## src/rtl/ahb_apb_bridge.sv

```systemverilog
// AHB-Lite slave to APB master bridge on one clock; PSLVERR->HRESP error path only when BRIDGE_ERR_EN is defined.
// Latency: at least 3 data-phase cycles per transfer (SETUP, ACCESS, completion), plus one cycle per PREADY wait state.
// Backpressure: HREADYOUT stays low from accept until ACCESS completes; address phases seen while busy are ignored.

module ahb_apb_bridge #(
   parameter int ADDR_W = 8
) (
   input  logic              PCLK,
   input  logic              PRESET,
   // AHB-Lite slave side
   input  logic              HSEL,
   input  logic [31:0]       HADDR,
   input  logic [1:0]        HTRANS,
   input  logic              HWRITE,
   input  logic [31:0]       HWDATA,
   input  logic              HREADY,
   output logic              HREADYOUT,
   output logic              HRESP,
   output logic [31:0]       HRDATA,
   // APB master side
   output logic [ADDR_W-1:0] PADDR,
   output logic              PSEL,
   output logic              PENABLE,
   output logic              PWRITE,
   output logic [31:0]       PWDATA,
   input  logic [31:0]       PRDATA,
   input  logic              PREADY,
   input  logic              PSLVERR
);

`ifdef BRIDGE_ERR_EN
   typedef enum logic [2:0] {ST_IDLE, ST_SETUP, ST_ACCESS, ST_ERR1, ST_ERR2} state_t;
`else
   typedef enum logic [1:0] {ST_IDLE, ST_SETUP, ST_ACCESS} state_t;
`endif

   state_t              state_q, state_d;
   logic [ADDR_W-1:0]   paddr_q, paddr_d;
   logic                pwrite_q, pwrite_d;
   logic [31:0]         hrdata_q, hrdata_d;
   logic                hreadyout_q, hreadyout_d;
   logic                accept;

   // Upper address bits are decoded upstream; PSLVERR is only consumed by the error path.
   logic                unused_bits;
   assign unused_bits = ^{HADDR[31:ADDR_W], PSLVERR};

`ifdef BRIDGE_ERR_EN
   logic                hresp_q, hresp_d;
`endif

   // A valid NONSEQ/SEQ address phase addressed to us on a ready bus.
   assign accept = HSEL & HTRANS[1] & HREADY;

   // Next-state and registered-output logic; HREADYOUT/HRESP are computed for the state being entered.
   always_comb begin
      state_d     = state_q;
      paddr_d     = paddr_q;
      pwrite_d    = pwrite_q;
      hrdata_d    = hrdata_q;
      hreadyout_d = hreadyout_q;
`ifdef BRIDGE_ERR_EN
      hresp_d     = 1'b0;
`endif
      case (state_q)
         ST_IDLE: begin
            hreadyout_d = 1'b1;
            if (accept) begin
               state_d     = ST_SETUP;
               paddr_d     = HADDR[ADDR_W-1:0];
               pwrite_d    = HWRITE;
               hreadyout_d = 1'b0;
            end
         end
         ST_SETUP: begin
            state_d     = ST_ACCESS;
            hreadyout_d = 1'b0;
         end
         ST_ACCESS: begin
            hreadyout_d = 1'b0;
            if (PREADY) begin
`ifdef BRIDGE_ERR_EN
               if (PSLVERR) begin
                  // First error cycle: HRESP up while HREADYOUT still low.
                  state_d = ST_ERR1;
                  hresp_d = 1'b1;
               end else begin
                  state_d     = ST_IDLE;
                  hreadyout_d = 1'b1;
                  if (!pwrite_q) hrdata_d = PRDATA;
               end
`else
               state_d     = ST_IDLE;
               hreadyout_d = 1'b1;
               if (!pwrite_q) hrdata_d = PRDATA;
`endif
            end
         end
`ifdef BRIDGE_ERR_EN
         ST_ERR1: begin
            // Second error cycle: HRESP held, HREADYOUT released; no accept here.
            state_d     = ST_ERR2;
            hresp_d     = 1'b1;
            hreadyout_d = 1'b1;
         end
         ST_ERR2: begin
            state_d     = ST_IDLE;
            hreadyout_d = 1'b1;
         end
`endif
         default: begin
            state_d     = ST_IDLE;
            hreadyout_d = 1'b1;
         end
      endcase
   end

   // State and captured transfer attributes; reset aborts any transfer in flight.
   always_ff @(posedge PCLK or posedge PRESET) begin
      if (PRESET) begin
         state_q     <= ST_IDLE;
         paddr_q     <= '0;
         pwrite_q    <= 1'b0;
         hrdata_q    <= '0;
         hreadyout_q <= 1'b1;
      end else begin
         state_q     <= state_d;
         paddr_q     <= paddr_d;
         pwrite_q    <= pwrite_d;
         hrdata_q    <= hrdata_d;
         hreadyout_q <= hreadyout_d;
      end
   end

`ifdef BRIDGE_ERR_EN
   // Error response register, only present with the error path.
   always_ff @(posedge PCLK or posedge PRESET) begin
      if (PRESET) hresp_q <= 1'b0;
      else        hresp_q <= hresp_d;
   end
   assign HRESP = hresp_q;
`else
   assign HRESP = 1'b0;
`endif

   assign HREADYOUT = hreadyout_q;
   assign HRDATA    = hrdata_q;
   assign PADDR     = paddr_q;
   assign PWRITE    = pwrite_q;
   assign PWDATA    = HWDATA;
   // PENABLE only in ACCESS, which always implies PSEL.
   assign PSEL      = (state_q == ST_SETUP) || (state_q == ST_ACCESS);
   assign PENABLE   = (state_q == ST_ACCESS);

endmodule

```

## config.mk

```make
export PLATFORM = sky130hd
export DESIGN_NAME = ahb_apb_bridge
export DESIGN_NICKNAME = d
export VERILOG_FILES = /design/src/rtl/ahb_apb_bridge.sv
export SDC_FILE = /design/constraint.sdc
export NUM_CORES = 1
export LEC_CHECK = 0
export ABC_CLOCK_PERIOD_IN_PS = 2200
export CORE_UTILIZATION = 35
export CTS_BUF_LIST = sky130_fd_sc_hd__clkbuf_4 sky130_fd_sc_hd__clkbuf_8
export DETAILED_ROUTE_END_ITERATION = 6
export PLACE_DENSITY = 0.95
export SLEW_MARGIN = 20
export SYNTH_ARGS = -nofsm -noshare
export SYNTH_HDL_FRONTEND = slang
export SYNTH_SLANG_ARGS = --single-unit
export TNS_END_PERCENT = 5
```

## constraint.sdc

```tcl
create_clock -name PCLK -period 2.2 [get_ports PCLK]
set_input_delay 0.55 -clock PCLK [delete_from_list [all_inputs] [get_ports PCLK]]
set_output_delay 0.55 -clock PCLK [all_outputs]
set_load 0.02 [all_outputs]
```

==> results.md, run 1 <==
* Final instance area at 0.00297 sq mm
* Synth Area in Adders at 0.0237
* Post-synthesis register bit count at 44
* HP Class: flip-flop to flip-flop
* I/O Buffers at 90
* Post-DP HPWL at 3.09 mm
* WP buf/inv at 1
* Post-Synth XOR/XNOR Area at 0
* Worst VDD drop at 0.694 mV
* Seq/Total Area, Yosys at 0.523
* # IOs at 182
* Synth Area per Inst at 15.3 sq um
* CTS Buffer Depth at 2
* Clock Skew at 2.94 ps
* Min setup slack post-route at 243 ps
* Worst EP arrival at 1410 ps
* Critical-path maximum fanout at 1
* Largest delay share family, worst path: buffers and inverters
* Number of antenna-violating nets in the routed design at 0
* Area after DPL at 0.00287 sq mm
* Simple-gate share of the synthesized area at 0.0219
* Final hold violations at 0
* Most common cell after layout, fill and taps aside: clkdlybuf4s50_1
* Largest net degree at the start of global routing at 27
* Die Height at 79.6 microns
* Worst setup path class: flip-flop to output pin
* Fin crit period at 1960 ps
* WL final at 4.07 mm
* Most frequent cells in the layout: clkdlybuf4s50_1, dfrtp_1, mux2_4
* Site Rows at 27
* Max frequency at 511 MHz
* Crit-path cells: clkdlybuf4s50_1
* CTS tree: built
* Hold slack at 513 ps
* Number of antenna violations at the first check in global routing at 0
* Mux contribution to synthesized area at 0.278
* Drt drc at 0
* Setup crit end kind: output pin
* Initial Util at 0.374
* Root buffer cell: clkbuf_8
* First-pass GRT wire length at 6.39 mm
* Synth Cell Area at 0.00211 sq mm
* Slew margin rel. at 0.625
* DP Worst Slack at 209 ps
* Overflow after GRT at 0
* Post-CTS Hold Buffers at 0
* Period utilization at 0.890
* Layout cell share with drive strength beyond 1 at 0.291
* Vias per cell at 4.55
* RSZ-0062 raised after global routing: false
* CP max stage delay at 600 ps
* Post-Syn Nets at 247
* Pwr dens at 1400 mW/mm^2
* Setup TNS at 0 ps
* Yosys synthesis warning count at 0
* Worst skew pair latency at 280 ps
* Final setup violation count at 0
* Max Cap Viol at 0
* Synth Area in Compound Gates at 0.0136
* Initial DRT Pass Iterations at 2
* CTS H-Tree Depth at 2
* Outcome: finished, final reports clean
* Main combinational cell family by area after synthesis: multiplexers
* Slew @ Worst Pin at 562 ps
* Slew Viols, Final at 0
* GPL Wtd Cong at 0.713
* Cells after synthesis at 138
* P&R area growth vs syn at 40.9%
* Worst EP required at 1650 ps
* Routed vias at 1250
* Number of global-route vias before repair at 1320
* Filler Cells Inserted at 473
* Die area at 0.00634 sq mm
* Initial DRC count at 18
* Core Util, Final at 0.527
* Slowest CP cell: clkdlybuf4s50_1
* Netlist cell types at 17
* Clock transition at path regs at 80 ps
* CTS sink count at 44
* Total track usage at 0.133
* Core Area at 0.00564 sq mm
* CP startpoint kind: flip-flop
* Die W at 79.6 microns
* Net count, final at 312
* Leakage power figure at 1.40 nW
* N_diodes at 0
* Total CTS buffers at 5
* Wire length per cell at 14.8 microns
## sequential cells by signal, summed over array words and instances (netlist names)
signal / cells
HRDATA: 32
HREADYOUT: 1
PADDR: 8
PWRITE: 1
state_q: 2
## layout make-up
type                       count  area (sq um)  share of cell area
multi-input combinational     55           714               0.240
sequential                    44          1100               0.371
clock buffer                   7          96.3              0.0324
inverter                       3          11.3             0.00379
tap                           72          90.1              0.0303
timing repair buffer          94           957               0.322
## per-stage QoR
step | power (mW) | instances
5_1_grt | 4.37 | 275
3_5_place_dp | 3.65 | 268
2_1_floorplan | 2.72 | 138
6_report | 4.15 | 275
3_3_place_gp | 3.60 | 268
4_1_cts | 4.20 | 275
## power breakdown
group / switching, mW / total (mW) / internal [mW] / leakage (nW)
Clock: 0.250 / 0.529 / 0.280 / 0.0503
Combinational: 0.906 / 2.18 / 1.27 / 0.817
Sequential: 0.228 / 1.44 / 1.21 / 0.533
## synthesized netlist by cell type, drive strengths merged
cell | instances | area (sq um)
o21ai | 1 | 5.00
a221o | 1 | 11.3
and2b | 1 | 8.76
buf | 36 | 282
a21oi | 1 | 5.00
nand3b | 1 | 20.0
ha | 4 | 50.1
conb | 1 | 3.75
dfstp | 1 | 26.3
inv | 3 | 11.3
dfrtp | 43 | 1080
nand3 | 1 | 5.00
mux2 | 42 | 586
o21a | 1 | 7.51
nand4 | 1 | 12.5
## logic make-up (layout without fill, tap and decap cells)
family	Yosys count	in the layout
flip-flops	44	44
multiplexers	42	42
buffers and inverters	39	104
adder cells (fa/ha/maj)	4	4
AO/OA/AOI/OAI	4	4
AND/OR/NAND/NOR	4	4
other	1	1
## worst paths after layout
path                                   startpoint                endpoint  slack [ps]  cells after the start
max                           HREADYOUT$_DFF_PP1_               HREADYOUT         240                      1
min                          PADDR[0]$_DFFE_PP0P_    PADDR[0]$_DFFE_PP0P_         510                      1
max reg2reg                state_q[0]$_DFFE_PP0P_  state_q[1]$_DFFE_PP0P_         640                      5
min reg2reg                  PADDR[0]$_DFFE_PP0P_    PADDR[0]$_DFFE_PP0P_         510                      1
max in group asynchronous                  PRESET  HRDATA[17]$_DFFE_PP0P_        1070                      3
min in group asynchronous                  PRESET  HRDATA[10]$_DFFE_PP0P_         640                      2
## timing repair
item,CTS,global route
endpoints found under the setup margin,1,1
gates cloned,0,0
buffers inserted,0,0
resized for setup,1,1
## metal layers
| layer | track usage | share of wire | up-vias | wire length [microns] |
|---|---|---|---|---|
| met1 | 0.156 | 0.41 | 598 | 1660 |
| met2 | 0.224 | 0.47 | 80 | 1900 |
| met4 | 0.0382 | 0.014 | 0 | 56 |
| met5 | 0 | 0 | - | 0 |
| met3 | 0.0537 | 0.11 | 12 | 451 |
| li1 | - | - | 560 | - |
Note: power is estimated with default switching activity, not from simulation.
==> run 2, diff against run 1 <==
--- a/config.mk
+++ b/config.mk
@@ -5,6 +5,7 @@
 export SDC_FILE = /design/constraint.sdc
 export NUM_CORES = 1
 export LEC_CHECK = 0
+export ABC_AREA = 0
 export ABC_CLOCK_PERIOD_IN_PS = 2200
 export CORE_UTILIZATION = 35
 export CTS_BUF_LIST = sky130_fd_sc_hd__clkbuf_4 sky130_fd_sc_hd__clkbuf_8
==> results of run 2 <==
Same layout as run 1: the final DEF is identical, and so are final timing and power.
==> run 3, diff against run 2 <==
--- a/config.mk
+++ b/config.mk
@@ -10,6 +10,7 @@
 export CORE_UTILIZATION = 35
 export CTS_BUF_LIST = sky130_fd_sc_hd__clkbuf_4 sky130_fd_sc_hd__clkbuf_8
 export DETAILED_ROUTE_END_ITERATION = 6
+export HOLD_SLACK_MARGIN = 0.03
 export PLACE_DENSITY = 0.95
 export SLEW_MARGIN = 20
 export SYNTH_ARGS = -nofsm -noshare
==> results of run 3 <==
Same layout as run 1: the final DEF is identical, and so are final timing and power.
